## config.mk

```make
export PLATFORM = sky130hd
export DESIGN_NAME = la_ioring_seq
export DESIGN_NICKNAME = d
export VERILOG_FILES = /design/src/rtl/la_ioring_seq.sv
export SDC_FILE = /design/constraint.sdc
export NUM_CORES = 1
export LEC_CHECK = 0
export CAP_MARGIN = 20
export CORE_MARGIN = 2
export CORE_UTILIZATION = 46
export CTS_BUF_LIST = sky130_fd_sc_hd__clkbuf_4
export CTS_CLUSTER_DIAMETER = 30
export DETAILED_ROUTE_END_ITERATION = 12
export PLACE_DENSITY = 0.81
export SETUP_SLACK_MARGIN = 0.15
export SLEW_MARGIN = 20
export SYNTH_ARGS = -nofsm -noshare
export SYNTH_HDL_FRONTEND = slang
export SYNTH_SLANG_ARGS = --single-unit
```

## constraint.sdc

```tcl
create_clock -name clk -period 2.9 [get_ports clk]
set_clock_uncertainty 0.1 [all_clocks]
set_input_delay 0.435 -clock clk [delete_from_list [all_inputs] [get_ports clk]]
set_output_delay 0.435 -clock clk [all_outputs]
set_load 0.05 [all_outputs]
```

## src/rtl/la_ioring_seq.sv

```systemverilog
// la_ioring_seq: core-side power sequencer for the generic io-ring control bus.
// Power-up order: pads held safe -> POC released -> inputs on -> outputs on.
// Power-down runs in reverse. Loss of the IO supply forces the safe state at once.
// Optional build macro LA_IORING_RETENTION_EN adds a 'sleep' input and a
// retention state that holds the pads with ret=1.
module la_ioring_seq #(
    parameter     TYPE  = "DEFAULT",
    parameter int RINGW = 8,
    parameter int DLYW  = 8
) (
    input  logic             clk,
    input  logic             nreset,
    input  logic             vddio_ok,
    input  logic             start,
    input  logic             stop,
`ifdef LA_IORING_RETENTION_EN
    input  logic             sleep,
`endif
    input  logic [DLYW-1:0]  dly,
    output logic [RINGW-1:0] ioring,
    output logic             ready,
    output logic             busy
);

    typedef enum logic [2:0] {
        S_OFF, S_WAITIO, S_RELEASE, S_INEN, S_ACTIVE, S_OEOFF, S_IEOFF, S_RETAIN
    } state_t;

    localparam logic [DLYW-1:0] CNT_ONE = {{(DLYW-1){1'b0}}, 1'b1};

    logic            r_vok_meta;
    logic            r_vok;
    state_t          r_state;
    logic [DLYW-1:0] r_cnt;
    logic [2:0]      r_ctl;     // {oe, ie, poc}
    logic            r_ready;
    logic            r_busy;
    logic            w_ret;

    state_t          w_state_next;
    logic [DLYW-1:0] w_cnt_next;
    logic            w_timeout;
    logic [4:0]      w_dec_next; // {busy, ready, oe, ie, poc}

    // Steps that wait dly+1 cycles before advancing.
    function automatic logic is_timed(input state_t s);
        return (s == S_WAITIO) || (s == S_RELEASE) || (s == S_INEN) ||
               (s == S_OEOFF)  || (s == S_IEOFF);
    endfunction

    // Output encoding per state as {busy, ready, oe, ie, poc}.
    function automatic logic [4:0] decode(input state_t s);
        case (s)
            S_OFF:     return 5'b00_001;
            S_WAITIO:  return 5'b10_001;
            S_RELEASE: return 5'b10_000;
            S_INEN:    return 5'b10_010;
            S_ACTIVE:  return 5'b01_110;
            S_OEOFF:   return 5'b10_010;
            S_IEOFF:   return 5'b10_000;
            S_RETAIN:  return 5'b10_110;
            default:   return 5'b00_001;
        endcase
    endfunction

    assign w_timeout = (r_cnt == '0);

    // Next-state selection; supply loss overrides every other condition.
    always_comb begin
        w_state_next = r_state;
        if ((r_state != S_OFF) && !r_vok) begin
            w_state_next = S_OFF;
        end else begin
            case (r_state)
                S_OFF:     if (start && r_vok) w_state_next = S_WAITIO;
                S_WAITIO:  if (w_timeout)      w_state_next = S_RELEASE;
                S_RELEASE: if (w_timeout)      w_state_next = S_INEN;
                S_INEN:    if (w_timeout)      w_state_next = S_ACTIVE;
                S_ACTIVE: begin
                    if (stop)                  w_state_next = S_OEOFF;
`ifdef LA_IORING_RETENTION_EN
                    else if (sleep)            w_state_next = S_RETAIN;
`endif
                end
                S_OEOFF:   if (w_timeout)      w_state_next = S_IEOFF;
                S_IEOFF:   if (w_timeout)      w_state_next = S_OFF;
`ifdef LA_IORING_RETENTION_EN
                S_RETAIN:  if (!sleep)         w_state_next = S_ACTIVE;
`endif
                default:                       w_state_next = S_OFF;
            endcase
        end
    end

    // Step counter: load dly on entry to a timed step, count down while in it.
    always_comb begin
        w_cnt_next = '0;
        if (w_state_next != r_state) begin
            if (is_timed(w_state_next)) w_cnt_next = dly;
        end else if (is_timed(r_state)) begin
            w_cnt_next = r_cnt - CNT_ONE;
        end
    end

    assign w_dec_next = decode(w_state_next);

    // Supply synchronizer, state, counter and outputs registered from the next state.
    always_ff @(posedge clk or negedge nreset) begin
        if (!nreset) begin
            r_vok_meta <= 1'b0;
            r_vok      <= 1'b0;
            r_state    <= S_OFF;
            r_cnt      <= '0;
            r_ctl      <= 3'b001;
            r_ready    <= 1'b0;
            r_busy     <= 1'b0;
        end else begin
            r_vok_meta <= vddio_ok;
            r_vok      <= r_vok_meta;
            r_state    <= w_state_next;
            r_cnt      <= w_cnt_next;
            r_ctl      <= w_dec_next[2:0];
            r_ready    <= w_dec_next[3];
            r_busy     <= w_dec_next[4];
        end
    end

`ifdef LA_IORING_RETENTION_EN
    logic r_ret;

    // Retention flag is raised only while the next state is RETAIN.
    always_ff @(posedge clk or negedge nreset) begin
        if (!nreset) r_ret <= 1'b0;
        else         r_ret <= (w_state_next == S_RETAIN);
    end

    assign w_ret = r_ret;
`else
    assign w_ret = 1'b0;
`endif

    assign ready = r_ready;
    assign busy  = r_busy;

    // Ring bus assembly; technology variants would replace the non-default branch.
    generate
        if (TYPE == "DEFAULT") begin : g_generic
            for (genvar gi = 0; gi < RINGW; gi++) begin : g_bit
                if (gi < 3) begin : g_ctl
                    assign ioring[gi] = r_ctl[gi];
                end else if (gi == 3) begin : g_ret
                    assign ioring[gi] = w_ret;
                end else begin : g_zero
                    assign ioring[gi] = 1'b0;
                end
            end
        end else begin : g_tech
            for (genvar gi = 0; gi < RINGW; gi++) begin : g_bit
                if (gi < 3) begin : g_ctl
                    assign ioring[gi] = r_ctl[gi];
                end else if (gi == 3) begin : g_ret
                    assign ioring[gi] = w_ret;
                end else begin : g_zero
                    assign ioring[gi] = 1'b0;
                end
            end
        end
    endgenerate

endmodule

```

==> impl_results.md, run 1 <==
- Status: complete, no violations
- Worst setup SP type: flop
- Worst IR Drop VDD: 0.000691 V
- Ys Warns: 0
- Worst-Skew Late Latency: 290 ps
- Synth Register Bits: 18
- Largest net degree at the start of global routing: 19
- Critical path peak fanout: 8
- Sink Count: 18
- Die Width: 50.9 um
- H-tree depth: 1
- Post-synthesis sequential area ratio: 0.447
- Most frequent cells in the layout: 17 x dfrtp_1, 17 x clkdlybuf4s50_1, 11 x buf_4
- Dpl ws: 56.0 ps
- Vias: 871
- GP Congestion: 0.889
- Layout Utilization: 0.684
- Leakage: 0.580 nW
- Routed Wire Length: 2.37 mm
- Tightest Pin Transition: 839 ps
- CORE AREA: 2020 um^2
- Area growth, synth to finish: 36.9%
- Net Sw Frac: 0.448
- Port Buffers: 17
- Hold Path Class: flop to flop
- Cts bufs inserted: 3
- Avg Cell Area, Syn: 10.5 um^2
- CP endpoint kind: flop
- Cells after Synth: 96
- Initial antenna violation count: 0
- Tmin final: 2660 ps
- Internal power: 0.708 mW
- Max clock buf depth: 2
- Critical path type: flop to flop
- Seq pwr share: 0.315
- CTS tree: yes
- Total chip power: 1.28 mW
- Layout cells sized above 1: 0.280
- Gr usage total: 0.186
- Antenna Violating Nets Remaining: 0
- Min Hold Slack: 257 ps
- Die height: 50.9 um
- TritonRoute pass-1 iters: 4
- Endpoints failing hold: 0
- Slew Limit Fails: 0
- DR DRC count: 0
- Worst Path Arrival: 2760 ps
- Root Buffer: clkbuf_4
- Global-route wire length before repair: 3.59 mm
- Fill cells: 159
- Rows: 16
- Vias/cell: 5.73
- CP required: 2990 ps
- Synth unique cells: 34
- Max_cap viols: 0
- Clock share of power: 0.097
- RSZ-0062 raised after global routing: no
- Max Freq: 376 MHz
- Period utilization: 0.918
- Initial DRC Count: 17
- Net load switching power: 0.574 mW
- Slew headroom: 0.439
- Logic gate share of total power: 0.587
- Full die area: 2590 um^2
- Vias in the first global route: 829
- Top-Level Pins: 23
- Wire per inst: 15.6 um
- Dpl hpwl: 1.58 mm
- Grt total ovfl: 0
- Synthesized area: 1010 um^2
- Total power per unit cell area: 928 nW/um^2
- Layout Nets: 142
- Final Setup Violations: 0
- Starting Density: 0.499
- Post-route setup TNS: 0 ps
- Antenna Cells: 0
- Clock-pin slew on the worst setup and hold paths: 100 ps
- Final WS setup: 239 ps
synthesized netlist by cell type (all sizes together):
library cell,count,area (um^2)
or2,1,6.26
nor4b,1,8.76
and2,2,12.5
clkbuf,2,7.51
xnor2,4,35.0
a21o,2,15.0
nand2,6,22.5
o21a,2,15.0
o31ai,2,15.0
or4b,1,10.0
o211ai,1,21.3
mux2,2,22.5
nor3,2,10.0
nor4,3,18.8
dfstp,1,26.3
a2111oi,1,8.76
ha,3,37.5
or3,1,6.26
a31oi,1,6.26
o2111ai,1,8.76
o2bb2ai,7,61.3
nor2,5,18.8
conb,1,3.75
o221a,1,11.3
buf,6,42.5
o41ai,1,27.5
dfrtp,17,425
a21oi,7,35.0
o21bai,1,7.51
a211o,1,8.76
inv,6,22.5
o311ai,1,16.3
nand3,3,15.0
state kept, by name, indices dropped and copies added, names as in the netlist:
register and count:
r_vok 1, ready 1, r_cnt 8, r_ctl 3
r_state 3, busy 1, r_vok_meta 1
worst max-delay path, cell delays in order (launching register included):
cell	delay (ps)
dfrtp_1	420
inv_2	70
ha_2	180
nor4b_4	180
buf_4	180
nand3_2	100
a21oi_2	170
a211o_1	170
inv_2	60
ha_4	170
nor4_4	340
o41ai_4	100
buf_6	160
a21o_1	170
cell type report:
cell class | count | area (um^2) | share of cell area
Clock buffer | 3 | 22.5 | 0.0163
Clock inverter | 1 | 3.75 | 0.00271
Inverter | 6 | 22.5 | 0.0163
Multi-Input combinational cell | 68 | 584 | 0.423
Sequential cell | 18 | 452 | 0.327
Tap cell | 27 | 33.8 | 0.0244
Timing Repair Buffer | 29 | 264 | 0.191
routing by layer:
| layer | wire length, um | GRT usage | vias to the layer above | share of wire |
|---|---|---|---|---|
| met2 | 1180 | 0.349 | 31 | 0.50 |
| li1 | - | - | 402 | - |
| met5 | 0 | 0 | - | 0 |
| met1 | 1010 | 0.204 | 428 | 0.43 |
| met4 | 93 | 0.0991 | 0 | 0.039 |
| met3 | 94 | 0.0205 | 10 | 0.040 |
final timing paths:
path,start,end,slack [ps],depth (start not counted)
min in group asynchronous,nreset,r_cnt[6],510,1
worst min-delay path,r_vok_meta,r_vok,260,0
max in group asynchronous,nreset,r_state[0],1670,1
worst max register to register,r_cnt[0],r_cnt[4],240,13
worst min register to register,r_vok_meta,r_vok,260,0
worst max-delay path,r_cnt[0],r_cnt[4],240,13
logic make-up (layout without fill, tap and decap cells):
logic type / count (synthesis) / count (layout) / synth area share
compound gates: 29 / 29 / 0.255
simple gates: 25 / 25 / 0.128
flops: 18 / 18 / 0.447
buf+inv: 14 / 39 / 0.0719
xor+xnor: 4 / 4 / 0.0347
fa+ha+maj: 3 / 3 / 0.0372
mux: 2 / 2 / 0.0223
other cells: 1 / 5 / 0.00371
power groups by stage:
| stage | sequential, mW | combinational [mW] | clock [mW] |
|---|---|---|---|
| after global placement | 0.383 | 0.570 | 0 |
| final | 0.404 | 0.753 | 0.125 |
| after CTS | 0.390 | 0.635 | 0.130 |
| after global routing | 0.414 | 0.807 | 0.139 |
| after detailed placement | 0.391 | 0.595 | 0 |
| after floorplan | 0.395 | 0.413 | 0 |
timing repair:
item                                    CTS  global route
hold endpoints to repair                  0             0
setup buffers                             1             3
gates resized for setup                   5            12
endpoints found under the setup margin    8             8
pin swaps                                 2             3
hold buffers                              0             0
through the flow:
stage          std cells  cell area (um^2)
2_1_floorplan        100              1030
3_3_place_gp         144              1240
3_5_place_dp         144              1240
4_1_cts              149              1300
5_1_grt              152              1380
6_report             152              1380
(Power assumes the default switching activity.)
==> run 2, diff against run 1 <==
--- a/config.mk
+++ b/config.mk
@@ -17,3 +17,4 @@
 export SYNTH_ARGS = -nofsm -noshare
 export SYNTH_HDL_FRONTEND = slang
 export SYNTH_SLANG_ARGS = --single-unit
+export TNS_END_PERCENT = 20
==> run 2 against run 1 <==
Fmax rose by 1.2%. Power fell by 1.3%. Global-route usage did not move. Worst setup slack improved by 33 ps. Sequential power is essentially flat. Critical endpoint unchanged.
==> impl_results.md, run 2 (synthesis gave the netlist of run 1 again) <==
- Max Freq: 380 MHz
- Most frequent cells in the layout: 17 x dfrtp_1, 17 x clkdlybuf4s50_1, 12 x buf_4
- CP peak stage delay: 400 ps
- Biggest regs: r_cnt x8, r_ctl x3, r_state x3
- Worst setup SP type: flop
- Full die area: 2590 um^2
- Critical-path cell list: inv_2 -> ha_2 -> nor4b_4 -> buf_4 -> nand3_2 -> buf_4 -> nand2_1 -> a21oi_2 -> nand2_2 -> ha_4 -> nor4_4 -> o41ai_4 -> buf_6 -> a21o_1
- TritonRoute pass-1 iters: 4
- Die Width: 50.9 um
- Max clock buf depth: 2
- RSZ-0062 raised after global routing: no
- Met2 wire len: 1.16 mm
- Die height: 50.9 um
- Gr usage total: 0.186
- Min Hold Slack: 257 ps
- Layout cells sized above 1: 0.286
- Largest register by flop count: r_cnt
- Area occupied by multi-input gates: 577 um^2
- Vias: 855
- Total chip power: 1.27 mW
- Non-Filler Instances: 153
- CP bufs+invs: 4
- Vias/cell: 5.59
- Largest register FFs: 8
- Port Buffers: 17
- Top layer used by detailed routing: met4
- Leakage: 0.583 nW
- Endpoints failing hold: 0
- Global-route wire length before repair: 3.59 mm
- Grt total ovfl: 0
- CORE AREA: 2020 um^2
- GP Congestion: 0.889
- Fill cells: 159
- Max_cap viols: 0
- Clock-pin slew on the worst setup and hold paths: 100 ps
- Most used cell, CP: buf_4
- Post-route setup TNS: 0 ps
- Critical path type: flop to flop
- CP max stage cell: dfrtp_1
- Worst IR Drop VDD: 0.000668 V
- Hold Path Class: flop to flop
- Cts bufs inserted: 3
- Routed Wire Length: 2.27 mm
- Final WS setup: 271 ps
- Area growth, synth to finish: 36.9%
- CP endpoint kind: flop
- Register Area: 452 um^2
- CTS tree: yes
- CP required: 2990 ps
- Root Buffer: clkbuf_4
- Vias in the first global route: 829
- Worst Path Arrival: 2720 ps
- Wire per inst: 14.8 um
- Starting Density: 0.499
- H-tree depth: 1
- DR DRC count: 0
- Worst-Skew Late Latency: 290 ps
- Period utilization: 0.906
- Delay-heaviest family, CP: simple AND/OR/NAND/NOR gates
- Slew headroom: 0.443
- Top-Level Pins: 23
- Sink Count: 18
- Initial DRC Count: 10
- Slew Limit Fails: 0
- Hold_buf cts: 0
- Met3 WL post-DR: 100 um
- Antenna Violating Nets Remaining: 0
- Status: complete, no violations
- Largest net degree at the start of global routing: 19
- Final Setup Violations: 0
- Dpl hpwl: 1.58 mm
- Rows: 16
- Placed Cells: 144
- Tightest Pin Transition: 833 ps
- Antenna Cells: 0
- Metal1 wirelength: 928 um
- Critical path peak fanout: 8
- Total power per unit cell area: 916 nW/um^2
- Dpl ws: 56.0 ps
- Layout Nets: 143
- Tmin final: 2630 ps
- Initial antenna violation count: 0
run 2: repair_timing:
item,CTS,global route
setup endpoints to repair,8,8
pin swaps,2,5
gates resized for setup,4,12
setup buffers,1,4
run 2: area by class of cell:
cell class | count | share of cell area
multi-input cells | 68 | 0.417
flip-flops and latches | 18 | 0.327
repair buffers | 30 | 0.196
well taps | 27 | 0.0244
clock buffers | 3 | 0.0163
inverters | 6 | 0.0163
clock inverters | 1 | 0.00271
run 2: stage by stage:
stage / util / instance area (um^2)
floorplan: - / 1030
global placement: 0.616 / 1240
detailed placement: 0.616 / 1240
CTS: 0.644 / 1300
global route: 0.684 / 1380
finish: 0.684 / 1380
run 2: power by group:
| part | internal (mW) | total (mW) | switching (mW) |
|---|---|---|---|
| Combinational | 0.345 | 0.740 | 0.395 |
| Sequential | 0.313 | 0.403 | 0.0898 |
| Clock | 0.0500 | 0.123 | 0.0730 |
run 2: final timing paths:
check	endpoint	cells after the start	slack, ps	startpoint
min in group asynchronous	r_cnt[6]	1	520	nreset
max reg2reg	r_cnt[4]	14	270	r_cnt[0]
min	r_vok	0	260	r_vok_meta
max in group asynchronous	r_state[0]	1	1670	nreset
max	r_cnt[4]	14	270	r_cnt[0]
min reg2reg	r_vok	0	260	r_vok_meta
run 2: layer usage:
| metal | vias to the layer above | GRT usage |
|---|---|---|
| li1 | 403 | - |
| met1 | 414 | 0.204 |
| met2 | 30 | 0.349 |
| met3 | 8 | 0.0205 |
| met4 | 0 | 0.0991 |
| met5 | - | 0 |
